### src/rtl/dispatcher_4bits_pkg.sv
// dispatcher_pkg: constants shared by the dispatcher top, its FIFO and its
// handshake interface.
//   DATA_W            width of a dispatched word
//   DEST_OUT0/OUT1    destination codes carried with each word
//   ENTRY_W           width of one buffered entry {dest, data}
//   DEST_BIT          bit position of dest inside an entry
//   make_entry()      packs dest and data into the entry layout
package dispatcher_pkg;

  localparam int DATA_W   = 4;
  localparam int ENTRY_W  = DATA_W + 1;
  localparam int DEST_BIT = DATA_W;

  localparam logic DEST_OUT0 = 1'b0;
  localparam logic DEST_OUT1 = 1'b1;

  function automatic logic [ENTRY_W-1:0] make_entry(input logic dest,
                                                    input logic [DATA_W-1:0] data);
    logic [ENTRY_W-1:0] e;
    e                = '0;
    e[DEST_BIT]      = dest;
    e[DATA_W-1:0]    = data;
    return e;
  endfunction

endpackage

### src/rtl/dispatcher_4bits_if.sv
// dispatcher_4bits_if: groups the upstream valid/ready stream and the
// demux-facing signals (word, select, valid, per-destination acks).
//   slave  : the dispatcher side (consumes the stream, drives the demux)
//   master : the environment side (produces the stream, acks the words)
interface dispatcher_4bits_if;
  import dispatcher_pkg::*;

  logic [DATA_W-1:0] in_data;
  logic              in_dest;
  logic              in_valid;
  logic              in_ready;
  logic [DATA_W-1:0] dmx_data;
  logic              dmx_sel;
  logic              dmx_valid;
  logic              ack0;
  logic              ack1;

  modport slave (
    input  in_data, in_dest, in_valid, ack0, ack1,
    output in_ready, dmx_data, dmx_sel, dmx_valid
  );

  modport master (
    output in_data, in_dest, in_valid, ack0, ack1,
    input  in_ready, dmx_data, dmx_sel, dmx_valid
  );

endinterface

### src/rtl/dispatcher_4bits_fifo.sv
// fifo_sync_ft: synchronous first-word-fall-through FIFO.
//   clk, rst : clock and synchronous active-high reset (pointers/level only)
//   push     : write wdata this cycle (ignored when full)
//   wdata    : entry to store
//   pop      : retire the head entry this cycle (ignored when empty)
//   rdata    : head entry, valid whenever empty=0
//   level    : occupancy, 0..DEPTH
//   full     : level == DEPTH
//   empty    : level == 0
// DEPTH must be a power of two >= 2 so the pointers wrap naturally.
module fifo_sync_ft #(
  parameter int WIDTH = 5,
  parameter int DEPTH = 4
) (
  input  logic                   clk,
  input  logic                   rst,
  input  logic                   push,
  input  logic [WIDTH-1:0]       wdata,
  input  logic                   pop,
  output logic [WIDTH-1:0]       rdata,
  output logic [$clog2(DEPTH):0] level,
  output logic                   full,
  output logic                   empty
);

  localparam int AW = $clog2(DEPTH);
  localparam int LW = AW + 1;

  logic [WIDTH-1:0] mem_reg [DEPTH];
  logic [AW-1:0]    wr_ptr_reg;
  logic [AW-1:0]    rd_ptr_reg;
  logic [LW-1:0]    level_reg;
  logic [LW-1:0]    level_next;
  logic             push_ok;
  logic             pop_ok;

  assign full    = (level_reg == LW'(DEPTH));
  assign empty   = (level_reg == '0);
  assign push_ok = push && !full;
  assign pop_ok  = pop && !empty;

  // Head is read combinationally so a word written at edge N is visible
  // right after that edge; the array is tiny, so this maps to LUT RAM.
  assign rdata = mem_reg[rd_ptr_reg];
  assign level = level_reg;

  always_comb begin
    level_next = level_reg;
    case ({push_ok, pop_ok})
      2'b10:   level_next = level_reg + LW'(1);
      2'b01:   level_next = level_reg - LW'(1);
      default: level_next = level_reg;
    endcase
  end

  // Storage has no reset: reset empties the FIFO through the pointers.
  always_ff @(posedge clk) begin
    if (push_ok) begin
      mem_reg[wr_ptr_reg] <= wdata;
    end
  end

  always_ff @(posedge clk) begin
    if (rst) begin
      wr_ptr_reg <= '0;
      rd_ptr_reg <= '0;
      level_reg  <= '0;
    end else begin
      if (push_ok) wr_ptr_reg <= wr_ptr_reg + AW'(1);
      if (pop_ok)  rd_ptr_reg <= rd_ptr_reg + AW'(1);
      level_reg <= level_next;
    end
  end

endmodule

### src/rtl/dispatcher_4bits.sv
// dispatcher_4bits: buffers 4-bit words from a valid/ready stream and presents
// them, with a destination select, to a 1-to-2 demux. A word retires only when
// the consumer it addresses acks it.
//   clk, rst  : clock, synchronous active-high reset
//   bus       : stream in (in_data/in_dest/in_valid/in_ready) and demux side
//               (dmx_data/dmx_sel/dmx_valid, ack0/ack1)
//   rr_en     : 1 = destinations assigned by an alternating pointer
//   level     : FIFO occupancy
//   cnt0/cnt1 : wrapping counts of words delivered to out0/out1
module dispatcher_4bits
  import dispatcher_pkg::*;
#(
  parameter int DEPTH = 4,
  parameter int CNT_W = 8
) (
  input  logic                   clk,
  input  logic                   rst,
  dispatcher_4bits_if.slave      bus,
  input  logic                   rr_en,
  output logic [$clog2(DEPTH):0] level,
  output logic [CNT_W-1:0]       cnt0,
  output logic [CNT_W-1:0]       cnt1
);

  logic               rr_ptr_reg;
  logic               push;
  logic               pop;
  logic               push_dest;
  logic [ENTRY_W-1:0] head;
  logic               fifo_full;
  logic               fifo_empty;
  logic               head_sel;
  logic [1:0]         deliver;

  // in_ready comes from registered occupancy only, so no ack->ready path.
  assign bus.in_ready = !fifo_full;
  assign push         = bus.in_valid && !fifo_full;
  assign push_dest    = rr_en ? rr_ptr_reg : bus.in_dest;

  fifo_sync_ft #(
    .WIDTH (ENTRY_W),
    .DEPTH (DEPTH)
  ) u_fifo (
    .clk   (clk),
    .rst   (rst),
    .push  (push),
    .wdata (make_entry(push_dest, bus.in_data)),
    .pop   (pop),
    .rdata (head),
    .level (level),
    .full  (fifo_full),
    .empty (fifo_empty)
  );

  // Gate the head with valid so the demux idles at zero when nothing is
  // pending, whatever stale entry the read pointer happens to address.
  assign bus.dmx_valid = !fifo_empty;
  assign head_sel      = bus.dmx_valid && head[DEST_BIT];
  assign bus.dmx_sel   = head_sel;
  assign bus.dmx_data  = bus.dmx_valid ? head[DATA_W-1:0] : '0;

  // Only the ack of the addressed consumer can retire the head.
  assign pop = bus.dmx_valid && ((head_sel == DEST_OUT0) ? bus.ack0 : bus.ack1);

  // The pointer advances only on pushes that actually used it.
  always_ff @(posedge clk) begin
    if (rst) begin
      rr_ptr_reg <= DEST_OUT0;
    end else if (push && rr_en) begin
      rr_ptr_reg <= ~rr_ptr_reg;
    end
  end

  // One wrapping delivery counter per destination.
  for (genvar gi = 0; gi < 2; gi++) begin : gen_cnt
    logic [CNT_W-1:0] cnt_reg;

    assign deliver[gi] = pop && (head_sel == 1'(gi));

    always_ff @(posedge clk) begin
      if (rst) begin
        cnt_reg <= '0;
      end else if (deliver[gi]) begin
        cnt_reg <= cnt_reg + CNT_W'(1);
      end
    end
  end

  assign cnt0 = gen_cnt[0].cnt_reg;
  assign cnt1 = gen_cnt[1].cnt_reg;

endmodule

### src/flat_wrapper.sv
// flat-port wrapper written by rule: the top's interface ports become plain ports
module dispatcher_4bits_flat import dispatcher_pkg::*;
#(
  parameter int DEPTH = 4,
  parameter int CNT_W = 8
)
  (clk, rst, rr_en, level, cnt0, cnt1, bus_in_data, bus_in_dest, bus_in_valid, bus_ack0, bus_ack1, bus_in_ready, bus_dmx_data, bus_dmx_sel, bus_dmx_valid);
  dispatcher_4bits_if bus_i ();
  input  logic clk;
  input  logic rst;
  input  logic rr_en;
  output logic [$clog2(DEPTH):0] level;
  output logic [CNT_W-1:0] cnt0;
  output logic [CNT_W-1:0] cnt1;
  input wire logic [$bits(bus_i.in_data)-1:0] bus_in_data;
  input wire logic [$bits(bus_i.in_dest)-1:0] bus_in_dest;
  input wire logic [$bits(bus_i.in_valid)-1:0] bus_in_valid;
  input wire logic [$bits(bus_i.ack0)-1:0] bus_ack0;
  input wire logic [$bits(bus_i.ack1)-1:0] bus_ack1;
  output wire logic [$bits(bus_i.in_ready)-1:0] bus_in_ready;
  output wire logic [$bits(bus_i.dmx_data)-1:0] bus_dmx_data;
  output wire logic [$bits(bus_i.dmx_sel)-1:0] bus_dmx_sel;
  output wire logic [$bits(bus_i.dmx_valid)-1:0] bus_dmx_valid;
  assign bus_i.in_data = bus_in_data;
  assign bus_i.in_dest = bus_in_dest;
  assign bus_i.in_valid = bus_in_valid;
  assign bus_i.ack0 = bus_ack0;
  assign bus_i.ack1 = bus_ack1;
  assign bus_in_ready = bus_i.in_ready;
  assign bus_dmx_data = bus_i.dmx_data;
  assign bus_dmx_sel = bus_i.dmx_sel;
  assign bus_dmx_valid = bus_i.dmx_valid;
  dispatcher_4bits #(.DEPTH(DEPTH), .CNT_W(CNT_W)) u_core (.clk(clk), .rst(rst), .bus(bus_i), .rr_en(rr_en), .level(level), .cnt0(cnt0), .cnt1(cnt1));
endmodule
### config.mk
export PLATFORM = sky130hd
export DESIGN_NAME = dispatcher_4bits_flat
export DESIGN_NICKNAME = d
export VERILOG_FILES = /design/src/rtl/dispatcher_4bits_pkg.sv /design/src/rtl/dispatcher_4bits_if.sv /design/src/rtl/dispatcher_4bits_fifo.sv /design/src/rtl/dispatcher_4bits.sv /design/src/flat_wrapper.sv
export SDC_FILE = /design/constraint.sdc
export NUM_CORES = 1
export LEC_CHECK = 0
export CORE_MARGIN = 2
export CORE_UTILIZATION = 25
export CTS_BUF_LIST = sky130_fd_sc_hd__clkbuf_8
export DETAILED_ROUTE_END_ITERATION = 12
export RECOVER_POWER = 100
export SLEW_MARGIN = 0
export SYNTH_ARGS = -nofsm -noshare
export SYNTH_HDL_FRONTEND = slang
export SYNTH_SLANG_ARGS = --single-unit
### constraint.sdc
create_clock -name clk -period 3.6 [get_ports clk]
set_input_delay 0.9 -clock clk [delete_from_list [all_inputs] [get_ports clk]]
set_output_delay 0.9 -clock clk [all_outputs]
set_load 0.03 [all_outputs]
### Word-level counts from Yosys, hierarchy flattened

Memory sizes are Yosys's and may differ from the RTL's. A register that Yosys moved wholly into a read port is not among the register bits.
Cells that the tools add are included.

| word-level totals | value |
|---|---|
| register bits | 24 |
| bits in writable memories | 20 |
| input bits | 11 |
| output and inout port bits | 26 |
| word-level logic and storage cells | 38 |
| memories kept | 1 |

| operators by class | value |
|---|---|
| add/subtract/negate cells | 6 |
| equal/unequal tests | 3 |
| multiplexer cells | 8 |
| bitwise logic cells | 2 |
| reduce and logical (&&, ||, !) cells | 12 |

Memories:

| name | depth | bits a word | rd ports | clocked after memory_dff | write ports | line | source |
|---|---|---|---|---|---|---|---|
| u_core.u_fifo.mem_reg | 4 | 5 | 1 | 1 | 1 | dispatcher_4bits_fifo.sv:29 | `logic [WIDTH-1:0] mem_reg [DEPTH];` |

Operators with widths:

| operator | number |
|---|---|
| adder 8 x 1 -> 8 bit, second input constant | 2 |
| logical AND 1 bit | 8 |
| one-hot mux 3 bit (2 select lines) | 1 |
| adder 2 x 1 -> 2 bit, second input constant | 2 |
| two-way mux 1 bit | 4 |
| two-way mux 2 bit | 2 |
| two-way mux 4 bit | 1 |
| adder 3 x 1 -> 3 bit, second input constant | 1 |
| equality test 3 bit, second input constant | 1 |
| zero test 3 bit | 1 |
| subtractor 3 x 1 -> 3 bit, second input constant | 1 |
| equality test 2 x 1 -> 1 bit, second input constant | 1 |
| equality test 2 bit, second input constant | 1 |
| zero test 1 bit | 2 |
| inverter 1 bit | 2 |
| nonzero test 2 bit | 1 |

### Longest topological paths before layout

Gate-level depths: netlist (run 1).

| depth | value |
|---|---|
| word-level depth | 8 |
| depth in mapped cells | 9 |
| depth with buffers taken out | 8 |

### Cells and area by module

Synthesis (run 1) repeated with hierarchy kept, for this count alone.

| unflattened totals | value |
|---|---|
| cell total of the unflattened synthesis | 178 |
| area total of the unflattened synthesis | 2057.0 µm² |

By module, submodules not included:

| module | times used | cells an instance | area each (µm²) | seq. area each (µm²) |
|---|---|---|---|---|
| fifo_sync_ft | 1 | 80 | 1193.6 | 780.7 |
| dispatcher_4bits | 1 | 98 | 863.3 | 340.3 |

### Worst setup path before layout (run 1)

Ideal clock, no wire load.

| timing path | value |
|---|---|
| kind | reg-to-reg |
| from | reg u_core.u_fifo.level_reg[2], in the netlist u_core.u_fifo.level[2] |
| to | reg u_core.u_fifo.level_reg[2], in the netlist u_core.u_fifo.level[2] |
| library setup time | 0.070 ns |
| arrival time | 2.660 ns |
| required time | 3.530 ns |
| path slack | 0.870 ns |
| stages on the path, launching flop included | 10 |
| buffers on the path | 1 |
| clock period less this slack | 2.730 ns |
| cell sequence | dfxtp_1 > or3b_2 > clkbuf_1 > nand2_1 > ha_1 > inv_1 > fa_1 > xor2_1 > or3_1 > a21oi_1 |

| between the ends | value |
|---|---|
| elaborated cells on any way between the ends | 16 |
| classes of those cells | 2 x add/sub; 3 x eq/ne; 2 x mux; 9 x reduce/logical |

RTL lines:

| item | line | source |
|---|---|---|
| start, declared | dispatcher_4bits_fifo.sv:32 | `logic [LW-1:0] level_reg;` |
| start signal, assigned | dispatcher_4bits_fifo.sv:71 | `level_reg <= level_next;` |
| equality test 3 bit (*) | dispatcher_4bits_fifo.sv:37 | `assign full = (level_reg == LW'(DEPTH));` |
| zero test 1 bit (*) | - |  |
| named net bus_in_ready | flat_wrapper.sv:20 | `output wire logic [$bits(bus_i.in_ready)-1:0] bus_in_ready;` |
| logical AND 1 bit | dispatcher_4bits.sv:37 | `assign push = bus.in_valid && !fifo_full;` |
| logical AND 1 bit (*) | dispatcher_4bits_fifo.sv:39 | `assign push_ok = push && !full;` |
| equality test 2 x 1 -> 1 bit / equality test 2 bit (equally long branches) | dispatcher_4bits_fifo.sv:49 | `case ({push_ok, pop_ok})` |
| one-hot mux 3 bit (2 select lines) / nonzero test 2 bit (equally long branches) | - |  |

The timed path passes the listed nets; every way through them passes the cells marked *.
A chain may end at the register's enable or synchronous reset.

==> results.toml, run 1 <==
[critical_path]
worstPathMaxFanout = 5
worstPathRequired_ns = 2.70
worstPathArrival_ns = 2.25
reg2reg_slack_ns = 0.76
crit_type = "register to primary output"
reg2regPathDepth = 8
critPathLaunchType = "register"
r2r_end = "u_core.u_fifo.level[2]$_SDFFE_PP0P_"
end_kind = "primary output"

[finish]
utilization_pct = 33.1
diodes = 0
largest_register_ffs = 20
areaGrowthSynthToFinish_pct = 28.3
fin_nets = 230
drive_above_1_share_pct = 7.55
final_area_mm2 = 0.00257

[synthesis]
syn_inst = 172
synth_cell_type_count = 31
synth_top_cell_by_area = "edfxtp_1"
yosysWarningCount = 0
synthesis.nets = 191
synth_top_area_share_pct = 29.9
synth_area_leaders = "edfxtp_1 (30%), dfxtp_1 (26%), mux4_2 (5.6%)"
ys_seq_elements = 46
seq_area_frac_synth_pct = 55.9
syn-cell-area_mm2 = 0.00201
postSynthAreaPerCell_um2 = 11.7

[route]
drt.antenna.violating_nets = 0
drc = 0
drt_iter0_drc = 96
vias = 1386
vias_per_cell = 4.41
dr.pass1.iters = 4
drt-total-wl_um = 3720
wl_per_cell_um = 11.8

[clock_tree]
cts_hold_buf = 0
cts_tree = "done"
numCtsBuffers = 5
post-cts-setup-buffers = 0
cts-resized-gates = 0
clk_latency_ns = 0.29
clockRootBuffer = "clkbuf_8"
clockBufferDepth = 2
cts.reportedPaths.clkPinSlew_ns = 0.08
htree_levels = 2
cts.sinks = 46

[global_route]
grt_overflow = 0
grt_usage_pct = 9.39
grt_pass1_wl_um = 6350
antenna_found_initial = 0
grt_pass1_vias = 1351
grt_max_degree = 15

[timing]
fin_crit_sh_pct = 87.6
maxSlewViolCount = 0
setup_viol = 0
grt_setup_unrepaired = "false"
tightest_slew_ns = 0.574
skew_ns = 0.00554
maxSlewHeadroom_pct = 61.6
finalSetupTns_ns = 0
finalHoldViolations = 0
fmax_mhz = 317
post-route-min-period_ns = 3.15
fin_ws_ns = 0.446

[die]
die_y_um = 93.6
start_util_pct = 25.8
row_count = 32
core_mm2 = 0.00777
pin_count = 37
die_area_mm2 = 0.00876
die_w_um = 93.6

[run]
drv_cap = 0

[outcome]
status = "finished, final reports clean"

[power]
p_seq_share_pct = 44.0
p_int_w = 0.000979
pwr-share-clk_pct = 21.0
comb_power_share_pct = 34.9
p_leak_nw = 0.975
p_per_area_mw_per_mm2 = 588
power.switching_w = 0.000535
power.share.switching_pct = 35.3
peakVddDrop_mv = 0.176

[placed_design]
gp_congestion = 0.738
pre_cts_ws_ns = 0.383
numPortBuffers = 36
post-dp-hpwl_um = 2800
placed_area_mm2 = 0.00248

[hold_path]
worstHoldPathCells = 2
hold-path-endpoint = "u_core.cnt1[7]$_SDFFE_PP0P_"
hold_path_startpoint = "u_core.cnt1[7]$_SDFFE_PP0P_"
hp-class = "register to register"
[cell families after synthesis]
family                     after synthesis  synth area share, %
DFF                                     46                 55.9
muxes                                    8                 7.17
adders and majority gates                8                 5.36
xor gates and xnor gates                16                 6.99
buffers and inverters                   12                 2.62
and+or+nand+nor                         65                 16.7
AOI/OAI and AO/OA                       17                 5.30
[power groups by stage]
stage               Combinational, W  Sequential [W]  Clock, W
finish                      0.000529        0.000667  0.000319
global route                0.000585        0.000680  0.000349
CTS                         0.000569        0.000669  0.000330
detailed placement          0.000567        0.000682         0
global placement            0.000560        0.000681         0
floorplan                   0.000342        0.000700         0
[cells in the final DEF, fill, tap and decap left out, types with 4 or more instances in the layout]
master and n:
dlygate4sd3_1 34, ha_1 7, dfxtp_1 26, edfxtp_1 20, and3_1 7, o21ai_0 4
nor2_1 21, nand3_1 6, or3_1 5, xor2_1 8, nand4_1 5, nand2_1 6
xnor2_1 8, clkbuf_8 6, and2_1 6, a21oi_1 7, mux4_2 5, inv_1 5
[worst max-delay path, stage by stage (launching register included)]
cell	delay [ns]
dfxtp_1	0.53
mux4_2	0.59
and2_1	0.16
dlygate4sd3_1	0.68
[area by class of cell]
class	count	area [um2]
Clock inverter	2	12.5
Fill cell	790	5190
Clock buffer	6	82.6
Timing Repair Buffer	39	379
Sequential cell	46	1120
Multi-Input combinational cell	114	832
Inverter	5	18.8
Tap cell	102	128
[worst max path at each step]
stage	slack, ns	start	endpoint
after floorplan	0.87	u_core.u_fifo.level[2]$_SDFFE_PP0P_	u_core.u_fifo.level[2]$_SDFFE_PP0P_
after global placement	0.43	bus_ack1	u_core.u_fifo.level[2]$_SDFFE_PP0P_
after detailed placement	0.38	bus_ack1	u_core.u_fifo.level[2]$_SDFFE_PP0P_
after CTS	0.48	register	bus_dmx_sel
after global routing	0.32	register	bus_dmx_sel
final	0.45	register	bus_dmx_sel
[metal layers]
metal  GRT usage, %  part of all wire (%)  up-vias  wire length [um]
li1               -                     -      691                 -
met1           11.3                    44      664              1650
met2           15.6                    50       25              1870
met3           2.66                   3.6        6               134
met4           3.99                   1.7        0                65
met5              0                     0        -                 0
[per-stage QoR]
| step | hold slack [ns] | power (W) | std cells |
|---|---|---|---|
| after floorplan | 0.469 | 0.00104 | 172 |
| after global placement | 0.474 | 0.00124 | 306 |
| after detailed placement | 0.484 | 0.00125 | 306 |
| after CTS | 0.499 | 0.00157 | 314 |
| after global routing | 0.522 | 0.00161 | 314 |
| final | 0.493 | 0.00151 | 314 |
[synth_stat cells (all sizes together)]
cell	instances
dfxtp	26
nor2	21
edfxtp	20
xnor2	8
xor2	8
a21oi	7
and2	7
and3	7
ha	7
clkbuf	6
nand2	6
nand3	6
inv	5
mux4	5
nand4	5
or3	5
o21ai	4
mux2i	2
nor3	2
nor4	2
o31a	2
o31ai	2
a31o	1
buf	1
fa	1
mux2	1
nand2b	1
nor3b	1
o21ba	1
or3b	1
or4	1
(Power assumes the default switching activity.)
==> inputs of run 2 (changes only) <==
CORE_UTILIZATION = 47   (was 25)
PLACE_DENSITY = 0.73   (was unset)
TNS_END_PERCENT = 50   (was unset)
==> results.toml, run 2 (synthesis gave the netlist of run 1 again) <==
[outcome]
status = "finished, final reports clean"

[placed_design]
post-dp-hpwl_um = 2960
placed_area_mm2 = 0.00241
gp_congestion = 0.773
numPortBuffers = 36

[route]
vias = 1425
drt_iter0_drc = 53
vias_per_cell = 5.46
drc = 0
wl_per_cell_um = 15.5
drt-total-wl_um = 4050
dr.pass1.iters = 4
drt.antenna.violating_nets = 0

[critical_path]
worstPathArrival_ns = 2.44
worstPathRequired_ns = 2.70
end_kind = "primary output"
crit_family = "multiplexers"
crit_type = "register to primary output"
worstPathMaxFanout = 16
reg2regPathDepth = 8
crit_buf_inv = 1
critPathLaunchType = "register"
critical_path_depth = 3
cpPeakStageDelay_ns = 0.73
crit_chain = "mux4_2 > and2_1 > dlygate4sd3_1"
cpMaxStageDelayCell = "mux4_2"

[finish]
layout_common_cells = "dlygate4sd3_1 (33), dfxtp_1 (26), nor2_1 (21)"
utilization_pct = 61.9
areaGrowthSynthToFinish_pct = 25.3
multiInputGateArea_um2 = 832
diodes = 0
nFillCells = 324
drive_above_1_share_pct = 6.64
final_area_mm2 = 0.00251
final_common_cell = "dlygate4sd3_1"
largest_register_ffs = 20
fin_nets = 229
seqCellArea_mm2 = 0.00112

[timing]
skew_ns = 0.00693
grt_setup_unrepaired = "false"
fmax_mhz = 299
tightest_slew_ns = 0.677
finalHoldViolations = 0
maxSlewHeadroom_pct = 54.9
setup_viol = 0
finalSetupTns_ns = 0
maxSlewViolCount = 0
fin_crit_sh_pct = 92.9
post-route-min-period_ns = 3.34

[clock_tree]
cts-resized-gates = 0
clk_latency_ns = 0.29
cts.sinks = 46
post-cts-setup-buffers = 0
numCtsBuffers = 5
cts.reportedPaths.clkPinSlew_ns = 0.08
clockRootBuffer = "clkbuf_8"
cts_hold_buf = 0
cts_tree = "done"
clockBufferDepth = 2
htree_levels = 2

[die]
core_mm2 = 0.00406
die_w_um = 69.3
pin_count = 37
start_util_pct = 49.4
row_count = 23
die_y_um = 69.3
die_area_mm2 = 0.00481

[global_route]
antenna_found_initial = 0
grt_pass1_vias = 1455
grt_pass1_wl_um = 6780
grt_overflow = 0
grt_max_degree = 17
grt_usage_pct = 18.2

[power]
p_per_area_mw_per_mm2 = 623
peakVddDrop_mv = 0.364
p_leak_nw = 0.983

[hold_path]
hp-class = "register to register"
worstHoldPathCells = 2

[run]
drv_cap = 0
run 2: report_power, final:
part           internal [W]  switching [W]  leakage (nW)
sequential         0.000609      0.0000601         0.395
clock              0.000202       0.000161        0.0607
combinational      0.000215       0.000318         0.527
total               0.00103       0.000540         0.983
run 2: through the flow:
stage / std cells / setup WS (ns) / hold slack [ns] / power, W
after global routing: 261 / 0.126 / 0.525 / 0.00166
final: 261 / 0.257 / 0.495 / 0.00157
after floorplan: 172 / 0.870 / 0.469 / 0.00104
after CTS: 261 / 0.310 / 0.496 / 0.00160
after global placement: 253 / 0.459 / 0.469 / 0.00122
after detailed placement: 253 / 0.315 / 0.478 / 0.00124
run 2: worst paths after layout:
| check | start | endpoint | slack, ns |
|---|---|---|---|
| setup reg to reg | register | u_core.u_fifo.level[2]$_SDFFE_PP0P_ | 0.50 |
| setup / recovery | register | bus_dmx_sel | 0.26 |
| hold / removal | u_core.cnt1[7]$_SDFFE_PP0P_ | u_core.cnt1[7]$_SDFFE_PP0P_ | 0.50 |
| hold reg to reg | u_core.cnt1[7]$_SDFFE_PP0P_ | u_core.cnt1[7]$_SDFFE_PP0P_ | 0.50 |
run 2: worst min-delay path: stages, from the launching register on:
cell and delay, ns:
dfxtp_1 0.32, o21ai_0 0.07, a21oi_1 0.06
run 2: final cells by class:
type | instances | area share, %
Timing Repair Buffer | 38 | 14.8
Sequential cell | 46 | 44.6
Multi-Input combinational cell | 114 | 33.1
Clock inverter | 3 | 1.49
Clock buffer | 5 | 2.74
Inverter | 5 | 0.747
Tap cell | 50 | 2.49
run 2: routing by layer:
metal | global-route usage (%) | wire length (um) | up-vias
met5 | 0 | 0 | -
met4 | 7.63 | 55 | 0
met3 | 4.51 | 140 | 4
met2 | 31.6 | 2100 | 30
met1 | 21.4 | 1750 | 706
li1 | - | - | 685
==> patch, RTL diff (flow settings as in run 2) <==
Register the outputs `cnt0` and `cnt1`, cleared by the reset; this adds one clock of latency there. The other outputs are not delayed to match.
--- a/src/rtl/dispatcher_4bits.sv
+++ b/src/rtl/dispatcher_4bits.sv
@@ -87,6 +87,13 @@
   end
 
-  assign cnt0 = gen_cnt[0].cnt_reg;
-  assign cnt1 = gen_cnt[1].cnt_reg;
+  always_ff @(posedge clk) begin
+    if (rst) begin
+      cnt0 <= '0;
+      cnt1 <= '0;
+    end else begin
+      cnt0 <= gen_cnt[0].cnt_reg;
+      cnt1 <= gen_cnt[1].cnt_reg;
+    end
+  end
 
 endmodule
Check against the original RTL: not equivalent (Yosys sat finds a counterexample within 4 cycles, from zero or initial values and one cycle with rst high).
==> patch against run 2 <==
The flow now finishes with violations (max-capacitance violations, max-slew violations). Synthesized cell count up 19%. Power up 27%. Area after synthesis up 20%. First-iteration DRC count up 79%. Cell area up 20%. Worst setup slack better by 25 ps. Routed wire length up 3.8%. Sequential cell count up 16.
==> patch: results (changes against run 2) <==
<table>
<tr><th>Metric</th><th>Value</th></tr>
<tr><th colspan="2">Power</th></tr>
<tr><td>Switching share of power</td><td>32.7% (-1.8 points)</td></tr>
<tr><td>Leak</td><td>1.17 nW (+19%)</td></tr>
<tr><td>Max rail drop VDD</td><td>0.448 mV (+23%)</td></tr>
<tr><th colspan="2">Yosys</th></tr>
<tr><td>Distinct cells, synth</td><td>33 (+6.5%)</td></tr>
<tr><td>Most frequent cells after synthesis</td><td>sky130_fd_sc_hd__dfxtp_1, sky130_fd_sc_hd__edfxtp_1, sky130_fd_sc_hd__nor2_1, sky130_fd_sc_hd__nor2b_1, sky130_fd_sc_hd__nand2_1</td></tr>
<tr><td>Portion of the post-synthesis area used by sequential elements</td><td>59.9% (+4.0 points)</td></tr>
<tr><td>Instance count of the mapped netlist</td><td>205 (+19%)</td></tr>
<tr><td>Mapped Nets</td><td>224 (+17%)</td></tr>
<tr><th colspan="2">Run status</th></tr>
<tr><td>Run status</td><td>complete, but fails checks</td></tr>
<tr><td>Failing checks</td><td>max-capacitance violations, max-slew violations</td></tr>
<tr><th colspan="2">Global routing</th></tr>
<tr><td>Overall fraction of global-route tracks in use</td><td>16.9% (-1.3 points)</td></tr>
<tr><td>Vias in the first global route</td><td>1475 (+1.4%)</td></tr>
<tr><td>First-pass GRT wire length</td><td>6.84 mm (+0.91%)</td></tr>
<tr><th colspan="2">Setup path</th></tr>
<tr><td>Worst Reg-to-Reg Cells</td><td>9 (+1)</td></tr>
<tr><td>Reg2Reg Setup Slack</td><td>630 ps (+130 ps)</td></tr>
<tr><td>Largest fanout of any net on the critical path</td><td>9 (-7)</td></tr>
<tr><th colspan="2">Run</th></tr>
<tr><td>Total of max-cap violations</td><td>1 (+1)</td></tr>
<tr><th colspan="2">Clock tree</th></tr>
<tr><td>Worst skew pair latency</td><td>330 ps (+40 ps)</td></tr>
<tr><th colspan="2">Timing</th></tr>
<tr><td>Layout Skew</td><td>8.01 ps (+1.08 ps)</td></tr>
<tr><td>Transition time at the pin with the least slew margin</td><td>1740 ps (+1060 ps)</td></tr>
<tr><td>Pins Over Slew Limit</td><td>43 (+43)</td></tr>
<tr><th colspan="2">Routing</th></tr>
<tr><td>Via count</td><td>1635 (+15%)</td></tr>
<tr><td>Violation count after the first detailed-route iteration</td><td>95 (+79%)</td></tr>
<tr><td>Overall routed net length</td><td>4.20 mm (+3.8%)</td></tr>
<tr><th colspan="2">Placed design</th></tr>
<tr><td>Number of cells after detailed placement</td><td>305 (+21%)</td></tr>
<tr><td>Final weighted congestion in routability-driven placement</td><td>0.827 (+7.0%)</td></tr>
</table>
==> patch: kinds of logic after synthesis <==
| group | count (synthesis) | synth area share [%] |
|---|---|---|
| compound gates | 19 | 4.52 |
| xor+xnor | 10 | 3.64 |
| fa+ha+maj | 8 | 4.47 |
| buf+inv | 14 | 2.55 |
| flops | 62 | 59.9 |
| mux | 9 | 6.65 |
| simple gates | 83 | 18.3 |
==> patch: final cells by class <==
class                   instances  area [sq um]
fillers                       429          2000
flip-flops and latches         62          1440
multi-input cells             129           905
repair buffers                 38           372
clock buffers                   9           124
well taps                      70          87.6
clock inverters                 7          56.3
inverters                       6          22.5
==> patch: power groups by stage <==
stage               Combinational (mW)  Sequential [mW]  Clock (mW)
global placement                 0.583            0.873           0
floorplan                        0.388            0.882           0
global route                     0.619            0.871       0.602
detailed placement               0.594            0.876           0
finish                           0.567            0.860       0.558
CTS                              0.598            0.862       0.569
==> patch: path summary, 6_finish.rpt <==
kind / from / endpoint
hold reg to reg: u_core.gen_cnt[1].cnt_reg[7] / u_core.cnt1[7]
hold / removal: u_core.gen_cnt[1].cnt_reg[7] / u_core.cnt1[7]
setup / recovery: flip-flop / bus_dmx_sel
setup reg to reg: flip-flop / u_core.u_fifo.level[2]
==> patch: layer usage <==
layer | vias up | GRT usage, % | routed length, microns
met2 | 39 | 24.6 | 1960
met1 | 777 | 21.9 | 1950
met3 | 7 | 6.08 | 212
li1 | 812 | - | -
met4 | 0 | 9.36 | 72
met5 | - | 0 | 0
==> patch: per-stage QoR <==
stage               setup WS [ps]  total power, mW  utilization [%]  hold slack, ps  area, sq um
floorplan                     795             1.27                -             447         2410
global placement              464             1.46             56.5             455         2830
detailed placement            414             1.47             56.5             481         2830
CTS                           335             2.03             60.1             490         3010
global route                  143             2.09             60.0             509         3010
finish                        282             1.99             60.0             489         3010
==> patch: worst max-delay path, stage by stage, from the launching register on <==
cell                            delay [ps]
sky130_fd_sc_hd__dfxtp_1               500
sky130_fd_sc_hd__mux4_2                660
sky130_fd_sc_hd__and2_1                230
sky130_fd_sc_hd__dlygate4sd3_1         690
